$ cat src/rtl/j1_boot_ctrl.sv
// rtl/j1_boot_ctrl.sv - j1 boot sequencer and code-RAM port arbiter
//
// Loads a program image from a byte stream into code RAM and holds the j1
// core in reset until the image checksum verifies. Then it releases the core
// to fetch from address 0.
//
// Image format: MAGIC, count_hi, count_lo, {lo, hi} x count, xor_checksum
//
// Ports:
//   clk           system clock, rising edge
//   resetq        asynchronous active-low reset
//   rx_data       incoming byte
//   rx_valid      rx_data valid
//   rx_ready      byte accepted on a clk edge when rx_valid & rx_ready
//   cpu_resetq    j1 reset (active low), registered
//   j1_code_addr  j1 fetch address
//   ram_addr      code RAM address: load index while core held, else fetch address
//   ram_we        code RAM write strobe, registered
//   ram_wdata     code RAM write data, registered
//   busy          load in progress
//   done          sticky, last load passed
//   err           sticky, last load failed

module j1_boot_ctrl #(
    parameter int         DEPTH     = 8192,
    parameter bit         BOOT_HOLD = 1'b1,
    parameter int         TIMEOUT   = 1000000,
    parameter logic [7:0] MAGIC     = 8'hA5
) (
    input  logic        clk,
    input  logic        resetq,
    input  logic [7:0]  rx_data,
    input  logic        rx_valid,
    output logic        rx_ready,
    output logic        cpu_resetq,
    input  logic [12:0] j1_code_addr,
    output logic [12:0] ram_addr,
    output logic        ram_we,
    output logic [15:0] ram_wdata,
    output logic        busy,
    output logic        done,
    output logic        err
);

    localparam int              TW         = $clog2(TIMEOUT + 1);
    localparam logic [TW-1:0]   TIMER_LAST = TW'(TIMEOUT - 1);
    localparam logic [TW-1:0]   TIMER_ONE  = TW'(1);
    localparam logic [16:0]     DEPTH_W    = 17'(DEPTH);

    typedef enum logic [2:0] {
        S_RUN,
        S_HOLD,
        S_CNT_HI,
        S_CNT_LO,
        S_DAT_LO,
        S_DAT_HI,
        S_CSUM,
        S_RELEASE
    } state_t;

    state_t          r_state;
    logic            r_cpu_resetq;
    logic            r_ram_we;
    logic [15:0]     r_ram_wdata;
    logic            r_done;
    logic            r_err;
    logic [15:0]     r_index;
    logic [15:0]     r_count;
    logic [7:0]      r_cnt_hi;
    logic [7:0]      r_lo;
    logic [7:0]      r_csum;
    logic [TW-1:0]   r_timer;

    logic            w_accept;
    logic            w_loading;
    logic [15:0]     w_count;
    logic [15:0]     w_index_next;

    assign rx_ready     = (r_state != S_RELEASE);
    assign w_accept     = rx_valid & rx_ready;
    assign w_loading    = (r_state == S_CNT_HI) || (r_state == S_CNT_LO) ||
                          (r_state == S_DAT_LO) || (r_state == S_DAT_HI) ||
                          (r_state == S_CSUM);
    assign w_count      = {r_cnt_hi, rx_data};
    assign w_index_next = r_index + 16'd1;

    assign busy       = w_loading | (r_state == S_RELEASE);
    assign cpu_resetq = r_cpu_resetq;
    assign ram_we     = r_ram_we;
    assign ram_wdata  = r_ram_wdata;
    assign done       = r_done;
    assign err        = r_err;

    // The index is only advanced the cycle after the write strobe, so the
    // address presented with ram_we is the index of the word being written.
    assign ram_addr = r_cpu_resetq ? j1_code_addr : r_index[12:0];

    always_ff @(posedge clk or negedge resetq) begin
        if (!resetq) begin
            r_state      <= BOOT_HOLD ? S_HOLD : S_RUN;
            r_cpu_resetq <= 1'b0;
            r_ram_we     <= 1'b0;
            r_ram_wdata  <= 16'd0;
            r_done       <= 1'b0;
            r_err        <= 1'b0;
            r_index      <= 16'd0;
            r_count      <= 16'd0;
            r_cnt_hi     <= 8'd0;
            r_lo         <= 8'd0;
            r_csum       <= 8'd0;
            r_timer      <= '0;
        end else begin
            r_ram_we <= 1'b0;
            if (r_ram_we) begin
                r_index <= w_index_next;
            end

            case (r_state)
                S_RUN, S_HOLD: begin
                    if (r_state == S_RUN) begin
                        r_cpu_resetq <= 1'b1;
                    end
                    if (w_accept && (rx_data == MAGIC)) begin
                        r_state      <= S_CNT_HI;
                        r_cpu_resetq <= 1'b0;
                        r_done       <= 1'b0;
                        r_err        <= 1'b0;
                        r_csum       <= 8'd0;
                        r_index      <= 16'd0;
                        r_timer      <= '0;
                    end
                end
                S_CNT_HI: begin
                    if (w_accept) begin
                        r_cnt_hi <= rx_data;
                        r_state  <= S_CNT_LO;
                    end
                end
                S_CNT_LO: begin
                    if (w_accept) begin
                        r_count <= w_count;
                        if ({1'b0, w_count} > DEPTH_W) begin
                            r_err   <= 1'b1;
                            r_state <= S_HOLD;
                        end else if (w_count == 16'd0) begin
                            r_state <= S_CSUM;
                        end else begin
                            r_state <= S_DAT_LO;
                        end
                    end
                end
                S_DAT_LO: begin
                    if (w_accept) begin
                        r_lo    <= rx_data;
                        r_csum  <= r_csum ^ rx_data;
                        r_state <= S_DAT_HI;
                    end
                end
                S_DAT_HI: begin
                    if (w_accept) begin
                        r_ram_we    <= 1'b1;
                        r_ram_wdata <= {rx_data, r_lo};
                        r_csum      <= r_csum ^ rx_data;
                        r_state     <= (w_index_next == r_count) ? S_CSUM : S_DAT_LO;
                    end
                end
                S_CSUM: begin
                    if (w_accept) begin
                        if (rx_data == r_csum) begin
                            r_done  <= 1'b1;
                            r_state <= S_RELEASE;
                        end else begin
                            r_err   <= 1'b1;
                            r_state <= S_HOLD;
                        end
                    end
                end
                S_RELEASE: begin
                    r_cpu_resetq <= 1'b1;
                    r_state      <= S_RUN;
                end
                default: begin
                    r_state <= S_HOLD;
                end
            endcase

            // Inter-byte watchdog; an accepted byte always wins over expiry.
            if (w_loading) begin
                if (w_accept) begin
                    r_timer <= '0;
                end else if (r_timer == TIMER_LAST) begin
                    r_timer <= '0;
                    r_err   <= 1'b1;
                    r_state <= S_HOLD;
                end else begin
                    r_timer <= r_timer + TIMER_ONE;
                end
            end
        end
    end

endmodule

$ cat config.mk
export PLATFORM = sky130hd
export DESIGN_NAME = j1_boot_ctrl
export DESIGN_NICKNAME = d
export VERILOG_FILES = /design/src/rtl/j1_boot_ctrl.sv
export SDC_FILE = /design/constraint.sdc
export NUM_CORES = 1
export LEC_CHECK = 0
export ABC_AREA = 1
export BUFFER_PORTS_ARGS = -buffer_cell sky130_fd_sc_hd__buf_2
export CAP_MARGIN = 20
export CORE_MARGIN = 2
export CORE_UTILIZATION = 40
export CTS_CLUSTER_SIZE = 14
export DETAILED_ROUTE_END_ITERATION = 8
export SLEW_MARGIN = 20
export SYNTH_ARGS = -nofsm -noshare
export SYNTH_HDL_FRONTEND = slang
export SYNTH_SLANG_ARGS = --single-unit
$ cat constraint.sdc
create_clock -name clk -period 2.5 [get_ports clk]
set_input_delay 0.125 -clock clk [delete_from_list [all_inputs] [get_ports clk]]
set_output_delay 0.125 -clock clk [all_outputs]
set_load 0.02 [all_outputs]
Word level (Yosys, flattened, before mapping)
Index checks and enable logic that the tools add are counted.
{"block": "totals", "output_inout_bits": 35, "inputBits": 24, "ff_bits": 99, "ram_bits": 0, "latch_bits": 0, "memories": 0, "rom_bits": 0}
{"block": "op_classes", "n_shift": 0, "n_addsub": 2, "reduce_logical": 22, "eq_ne": 17, "n_mux": 44, "div_mod_pow": 0, "order_cmp": 1, "multipliers": 0, "bitwise": 3}
{"op": "$mux W20", "n": 5}
{"op": "$mux W16", "n": 3}
{"op": "$mux W3", "n": 11}
{"op": "$pmux W3 S7", "n": 1}
{"op": "$add A20 B1 Y20 const B", "n": 1}
{"op": "$eq A20 B20 Y1 const B", "n": 1}
{"op": "$add A16 B1 Y16 const B", "n": 1}
{"op": "$eq A16 B16 Y1", "n": 1}
{"op": "$gt A16 B14 Y1 const B", "n": 1}
{"op": "$logic_not A16 Y1", "n": 1}
{"op": "$mux W8", "n": 2}
{"op": "$pmux W8 S2", "n": 1}
{"op": "$mux W1", "n": 15}
{"op": "$mux W13", "n": 1}
{"op": "$eq A3 B3 Y1 const B", "n": 4}
{"op": "$reduce_and A2 Y1", "n": 6}
{"op": "$reduce_bool A2 Y1", "n": 5}
{"op": "$eq A8 B8 Y1", "n": 1}
{"op": "$eq A8 B8 Y1 const B", "n": 1}
{"op": "$xor A8 B8 Y8", "n": 1}
{"op": "$eq A3 B2 Y1 const B", "n": 2}
{"op": "$ne A3 B3 Y1 const B", "n": 2}
{"op": "$logic_or A1 B1 Y1", "n": 4}
{"op": "$mux W2", "n": 2}
{"op": "12 further kinds", "n": 16}

Logic depth before layout (Yosys ltp)
Gate-level depths: netlist of run 1.
{"block": "depth", "ltp_word": 8, "ltp_mapped": 13}

Worst setup path before layout of run 1
OpenSTA, ideal clock, no wires.
{"block": "synth_path", "kind": "register to register", "startpoint": "register r_state[2]", "endpoint": "register r_csum[0]", "n_path_buf": 0, "arrival_time_ns": 1.610, "setup_slack_ns": 0.754, "stages_incl_launch_ff": 9, "synth_period_minus_slack_ns": 1.746, "setup_ns": 0.136, "cell_sequence": "dfrtp_1 > inv_2 > ha_1 > inv_1 > o21ai_1 > inv_1 > nand2_2 > o21ai_2 > o22ai_1"}
{"block": "synth_between", "elab_chain_len": 5, "elab_cells_between_ends": 14, "classes_between": "6 x eq/ne; 1 x mux; 1 x bitwise; 6 x reduce/logical"}
{"element": "start, declared", "line": "61", "text": "state_t r_state;"}
{"element": "start signal, assigned", "line": "100", "text": "r_state <= BOOT_HOLD ? S_HOLD : S_RUN;"}
{"element": "start signal, assigned", "line": "164", "text": "r_state <= (w_index_next == r_count) ? S_CSUM : S_DAT_LO;"}
{"element": "$ne A3 B3 Y1", "line": "79", "text": "assign rx_ready = (r_state != S_RELEASE);"}
{"element": "$and A1 B1 Y1", "line": "80", "text": "assign w_accept = rx_valid & rx_ready;"}
{"element": "$logic_and A1 B1 Y1", "line": "123", "text": "if (w_accept && (rx_data == MAGIC)) begin"}
{"element": "$ne A2 B2 Y1 (no source line)"}
{"element": "$reduce_and A3 Y1 (no source line)"}
{"element": "end signal, assigned", "line": "155", "text": "r_csum <= r_csum ^ rx_data;"}
{"element": "end signal, assigned", "line": "163", "text": "r_csum <= r_csum ^ rx_data;"}
{"element": "end, declared", "line": "71", "text": "logic [7:0] r_csum;"}
Several ways; a longest one is shown, not always the timed one.
A chain may end at the register's enable or synchronous reset.

Final worst setup path of run 1
{"block": "layout_path", "startpoint": "register r_index[0]", "endpoint": "register r_state[1]"}
{"block": "layout_between", "elab_chain_len": 8}
{"element": "start, declared", "line": "67", "text": "logic [15:0] r_index;"}
{"element": "start signal, assigned", "line": "115", "text": "r_index <= w_index_next;"}
{"element": "$add A16 B1 Y16 (*)", "line": "85", "text": "assign w_index_next = r_index + 16'd1;"}
{"element": "$eq A16 B16 Y1 (*)", "line": "164"}
{"element": "$mux W2 (*)", "line": "164"}
{"element": "$mux W3 (*)", "line": "160", "text": "if (w_accept) begin"}
{"element": "$pmux W3 S7 (*)", "line": "118", "text": "case (r_state)"}
{"element": "$mux W3", "line": "191", "text": "end else if (r_timer == TIMER_LAST) begin"}
{"element": "$mux W3", "line": "189", "text": "if (w_accept) begin"}
{"element": "$mux W3 (*)", "line": "188", "text": "if (w_loading) begin"}
Every way passes the cells marked *; elsewhere a longest branch is shown, timed or not.

==> metrics.yaml, run 1 <==
drv_slew: 0
worstPathRequired_ps: 2780
cts_buffers: 9
cp.arrival_ps: 2270
p_sw_uw: 3060
power_frac_comb_pct: 42.6
final_common_cell: "nand2_1"
path_buf_inv: 0
die_area_um2: 14500
io_buffers: 58
start_util_pct: 41.0
status: "completed"
netlist_area_um2: 5430
synth_warnings: 0
holdBufCountCts: 1
first_global_vias: 4562
max_freq_mhz: 502
n_antenna_cell: 0
cts_tree: "done"
drive_above_1_share_pct: 14.5
cts_max_path_buffers: 2
clkSinkCount: 99
drtIter0Drc: 428
max_slew_margin_pct: 46.7
timing.critical_path.mode_cell: "nand2_1"
gp_congestion: 0.929
design_area_um2: 6210
async_flop_share_pct: 100
p_total_uw: 7000
crit_type: "reg -> reg"
detail_route.vias_per_cell: 5.09
ir_worst_vdd_uv: 601
cap_violations: 0
grt_max_degree: 50
cts_root_buf: "clkbuf_16"
synthToLayoutAreaGrowth_pct: 14.4
dieHeight_um: 121
fin_nets: 788
start_kind: "flip-flop"
dp.final_hpwl_mm: 9.65
p_int_uw: 3940
cts_setup_buffers: 0
ys_seq_elements: 99
grt_pass1_wl_mm: 22.2
synth_edf_count: 0
grt.overflow.total: 0
place_area_um2: 5920
crit_path_max_fanout: 5
io_pins: 59
vias: 4781
fp.dieW_um: 121
tightest_slew_ps: 799
post-route-min-period_ps: 1990
cellLeakagePower_uw: 0.00302
rows: 42
crit_slowest_cell: "dfrtp_1"
cts_resized: 0
layout_common_cells: "nand2_1 (163), dfrtp_1 (98), inv_1 (96), o21ai_0 (89), buf_2 (57)"
wl_mm: 13.0
timing.final.crit_share_pct: 79.7
core_area_um2: 13200
endpoint_kind: "flip-flop"
syn_nets: 730
p_clk_share_pct: 19.4
antenna_left: 0
multi_input_area_um2: 2480
avgSynthCellArea_um2: 7.76
rsz0062_at_grt: "false"
clk_pin_slew_ps: 70
skew_ps: 8.33
netlist_instances: 700
seq_power_share_pct: 38.0
path_cells: "ha_1 > nand2_1 > nor2_2 > nand2_1 > o21ai_1 > nand2_1 > nand2_1 > nand4_1 > nor2_1 > nand3_1 > a21oi_1"
setup_viol_count_final: 0
critPathMaxStageDelay_ps: 420
tns_ps: 0
routedWlPerCell_um: 13.8
drt-pass1-iter-count: 5
htree_levels: 3
gr-usage-all-layers_pct: 19.1
drcViolationCount: 0
synth-main-ff-cell: "dfrtp_1"
hold_viol: 0
synth.distinct_cells: 42
p_sw_share_pct: 43.7
fillers: 1335
power-per-cell-area_nw_per_um2: 1130
yosysSeqAreaShare_pct: 45.6
clk_latency_ps: 350
hold_class: "in -> reg"
seq_area_um2: 2480
antenna_found_initial: 0
cpLargestDelayFamily: "simple AND/OR/NAND/NOR gates"
worst paths after layout:
check	startpoint	to	slack, ps	cells after the start
setup / recovery	r_index[0]$_DFF_PN0_	r_state[1]$_DFF_PN0_	510	11
hold / removal	rx_data[6]	r_lo[6]$_DFFE_PN0P_	40	3
setup reg to reg	r_index[0]$_DFF_PN0_	r_state[1]$_DFF_PN0_	510	11
hold reg to reg	ram_wdata[9]$_DFFE_PN0P_	ram_wdata[9]$_DFFE_PN0P_	490	2
max in group asynchronous	resetq	ram_wdata[1]$_DFFE_PN0P_	1380	3
min in group asynchronous	resetq	r_index[2]$_DFF_PN0_	340	2
layer usage:
metal,vias to the layer above,GRT usage (%),share of wire (%),wire length (um)
met5,-,0,0,0
met4,0,6.40,1.8,231
met3,17,3.92,5.4,701
met2,139,29.0,44,5680
met1,2215,27.3,49,6390
li1,2410,-,-,-
worst register-to-register path, stage by stage, from the launching register on:
cell and delay (ps):
dfrtp_1 420, ha_1 210, nand2_1 100, nor2_2 230
nand2_1 140, o21ai_1 180, nand2_1 90, nand2_1 70
nand4_1 70, nor2_1 140, nand3_1 130, a21oi_1 140
cell usage after synthesis, types with 8 or more instances:
library cell    n  share of area, %
dfrtp_1        98                45
inv_1          96               6.6
clkbuf_1       14              0.97
nand3_1        41               3.8
nand4_1        19               2.2
o21ai_1         8              0.74
nor3_1         10              0.92
nor2_1         47               3.2
o22ai_1        11               1.3
o21ai_0        89               8.2
xor2_1         10               1.6
xnor2_1         8               1.3
a21oi_1        20               1.8
nand2_1       163                11
flip-flops by register name (all words and copies together) (netlist names):
| signal | count |
|---|---|
| ram_we | 1 |
| r_index | 16 |
| r_count | 16 |
| err | 1 |
| ram_wdata | 16 |
| r_csum | 8 |
| r_timer | 20 |
| r_state | 3 |
| r_cnt_hi | 8 |
| done | 1 |
| cpu_resetq | 1 |
| r_lo | 8 |
stage by stage:
stage                     cells  utilization (%)  setup WS, ps  hold WS (ps)
final                       939             46.9           507          35.4
after global routing        939             46.9           276          67.5
after CTS                   939             46.9           511          26.5
after detailed placement    922             44.7           528           213
after global placement      922             44.7           566           203
after floorplan             700                -           754          -171
logic make-up after synthesis:
logic type	after synthesis	share of synthesized area (%)
multiplexers	1	0.207
AO/OA/AOI/OAI	141	14.0
flip-flops	99	45.6
XOR/XNOR	19	3.32
adder cells (fa/ha/maj)	6	1.38
AND/OR/NAND/NOR	313	26.7
buffers and inverters	121	8.73
power groups by stage:
stage / combinational [uW] / sequential, uW / clock (uW)
3_3_place_gp: 2920 / 2660 / 0
2_1_floorplan: 2150 / 2730 / 0
5_1_grt: 3410 / 2760 / 1470
6_report: 2990 / 2660 / 1360
3_5_place_dp: 2970 / 2680 / 0
4_1_cts: 2990 / 2660 / 1400
final cells by class:
class                      instances  area share [%]
clock inverter                     6           0.745
clock buffer                      10            3.85
sequential                        99            39.9
timing repair buffer              64            5.68
inverter                         104            6.40
tap                              176            3.54
multi-input combinational        480            39.9
Power figures use the tool's default switching activity.
==> run 2, diff against run 1 <==
==> constraint.sdc (replaced) <==
create_clock -name clk -period 2.05 [get_ports clk]
set_input_delay 0.1025 -clock clk [delete_from_list [all_inputs] [get_ports clk]]
set_output_delay 0.1025 -clock clk [all_outputs]
set_load 0.02 [all_outputs]
==> run 2 against run 1 <==
Via count up 0.33%. Clock power up 24%. Critical endpoint unchanged. Final cell count up 0.53%. Clock-buffer cell count down 1. Setup slack worse by 340 ps. Fmax up 6.0%. First-iteration DRC count down 20%. Routed wire length down 0.82%.
==> metrics.yaml, run 2 (synthesis results as in run 1) <==
antenna_found_initial: 0
gr-usage-all-layers_pct: 18.8
first_global_vias: 4460
gp_congestion: 0.924
hold_ws_ps: 9.72
drtIter0Drc: 341
grt.overflow.total: 0
cp.arrival_ps: 2160
layout_common_cells: "nand2_1 (162), dfrtp_1 (97), inv_1 (95), o21ai_0 (88), buf_2 (57)"
max_freq_mhz: 532
cts_max_path_buffers: 2
cap_violations: 0
die_area_um2: 14500
start_kind: "flip-flop"
drive_above_1_share_pct: 15.9
post-route-min-period_ps: 1880
clkSinkCount: 99
start_util_pct: 41.0
rows: 42
io_pins: 59
cts_setup_buffers: 0
top_register: "r_timer"
clk_latency_ps: 350
hold_viol: 0
io_buffers: 58
r2r_cells: 11
ir_worst_vdd_uv: 560
synthToLayoutAreaGrowth_pct: 15.8
grt_pass1_wl_mm: 21.9
drv_slew: 0
hold_end: "r_lo[6]$_DFFE_PN0P_"
cts_tree: "done"
htree_levels: 3
fin_util_pct: 47.5
worstPathRequired_ps: 2330
dp.final_hpwl_mm: 9.67
final_common_cell: "nand2_1"
worstReg2RegEnd: "r_state[1]$_DFF_PN0_"
drt-pass1-iter-count: 5
dieHeight_um: 121
wl_mm: 12.9
cts_root_buf: "clkbuf_16"
crit_path_max_fanout: 5
worstHoldStart: "rx_data[6]"
tightest_slew_ps: 754
multi_input_area_um2: 2510
timing.final.crit_share_pct: 91.7
rr_startpoint: "r_index[1]$_DFF_PN0_"
endpoint_kind: "flip-flop"
detail_route.vias_per_cell: 5.08
n_antenna_cell: 0
cellLeakagePower_uw: 0.00304
seq_area_um2: 2480
setup_viol_count_final: 0
tns_ps: 0
max_slew_margin_pct: 49.7
power-per-cell-area_nw_per_um2: 1370
fp.dieW_um: 121
rsz0062_at_grt: "false"
largest_reg_flops: 20
status: "completed"
drcViolationCount: 0
fin_nets: 793
antenna_left: 0
core_area_um2: 13200
r2r_slack_ps: 170
vias: 4797
routedWlPerCell_um: 13.7
fillers: 1374
skew_ps: 9.89
crit_type: "reg -> reg"
cts_buffers: 9
clk_pin_slew_ps: 80
whs_path_depth: 3
hold_class: "in -> reg"
grt_max_degree: 39
## run 2: cell count changes in the layout (fill, tap and decap cells not counted), sizes merged
cell      before  now
buf           63   68
clkbuf        10    9
clkinvlp       1    2
## run 2: layout make-up
| class | instances | share of cell area, % |
|---|---|---|
| clock inverter | 7 | 1.09 |
| timing repair buffer | 69 | 6.20 |
| tap | 176 | 3.50 |
| clock buffer | 9 | 3.58 |
| sequential | 99 | 39.4 |
| multi-input combinational | 480 | 39.9 |
| inverter | 104 | 6.32 |
## run 2: how the worst max path moves through the flow
stage | start | endpoint | slack (ps) | depth (start not counted)
5_1_grt | r_index[0]$_DFF_PN0_ | r_state[1]$_DFF_PN0_ | 20 | 13
2_1_floorplan | r_state[2]$_DFF_PN0_ | r_csum[0]$_DFFE_PN0P_ | 300 | 8
4_1_cts | r_state[2]$_DFF_PN0_ | r_csum[7]$_DFFE_PN0P_ | 110 | 8
3_5_place_dp | r_index[0]$_DFF_PN0_ | r_state[1]$_DFF_PN0_ | 130 | 11
3_3_place_gp | r_state[2]$_DFF_PN0_ | r_csum[2]$_DFFE_PN0P_ | 190 | 8
6_report | r_index[1]$_DFF_PN0_ | r_state[1]$_DFF_PN0_ | 170 | 11
## run 2: power breakdown
part / total (uW) / internal, uW / switching (uW)
combinational: 3700 / 1300 / 2390
clock: 1690 / 854 / 836
sequential: 3260 / 2680 / 575
total: 8650 / 4840 / 3800
## run 2: worst max-delay path, cell delays in order (launching register included)
cell and delay [ps]:
dfrtp_1 430, ha_4 160, nand2_1 110, nor2_4 160, nand2_1 120, o21ai_1 170
nand2_1 100, nand2_1 70, nand4_1 70, nor2_1 160, nand3_1 120, a21oi_1 130
## run 2: what timing repair did
item	in CTS	in global routing
gates resized for setup	0	9
endpoints found under the setup margin	0	9
hold endpoints to repair	36	0
hold buffers	1	0
## run 2: metal layers
metal  part of all wire [%]  global-route usage, %  routed length (um)  up-vias
met4                    1.5                   7.27                 196        0
met3                    4.5                   2.69                 583       14
met5                      0                      0                   0        -
met1                     50                   27.0                6500     2233
met2                     44                   28.6                5620      135
li1                       -                      -                   -     2415
## run 2: stage by stage
| stage | setup WS (ps) | cell area (um^2) | power, uW | cells |
|---|---|---|---|---|
| after detailed placement | 125 | 5960 | 6910 | 927 |
| after global placement | 189 | 5960 | 6820 | 927 |
| after CTS | 108 | 6260 | 8630 | 944 |
| after floorplan | 304 | 5430 | 5950 | 700 |
| final | 169 | 6290 | 8650 | 944 |
| after global routing | 17.1 | 6290 | 9390 | 944 |
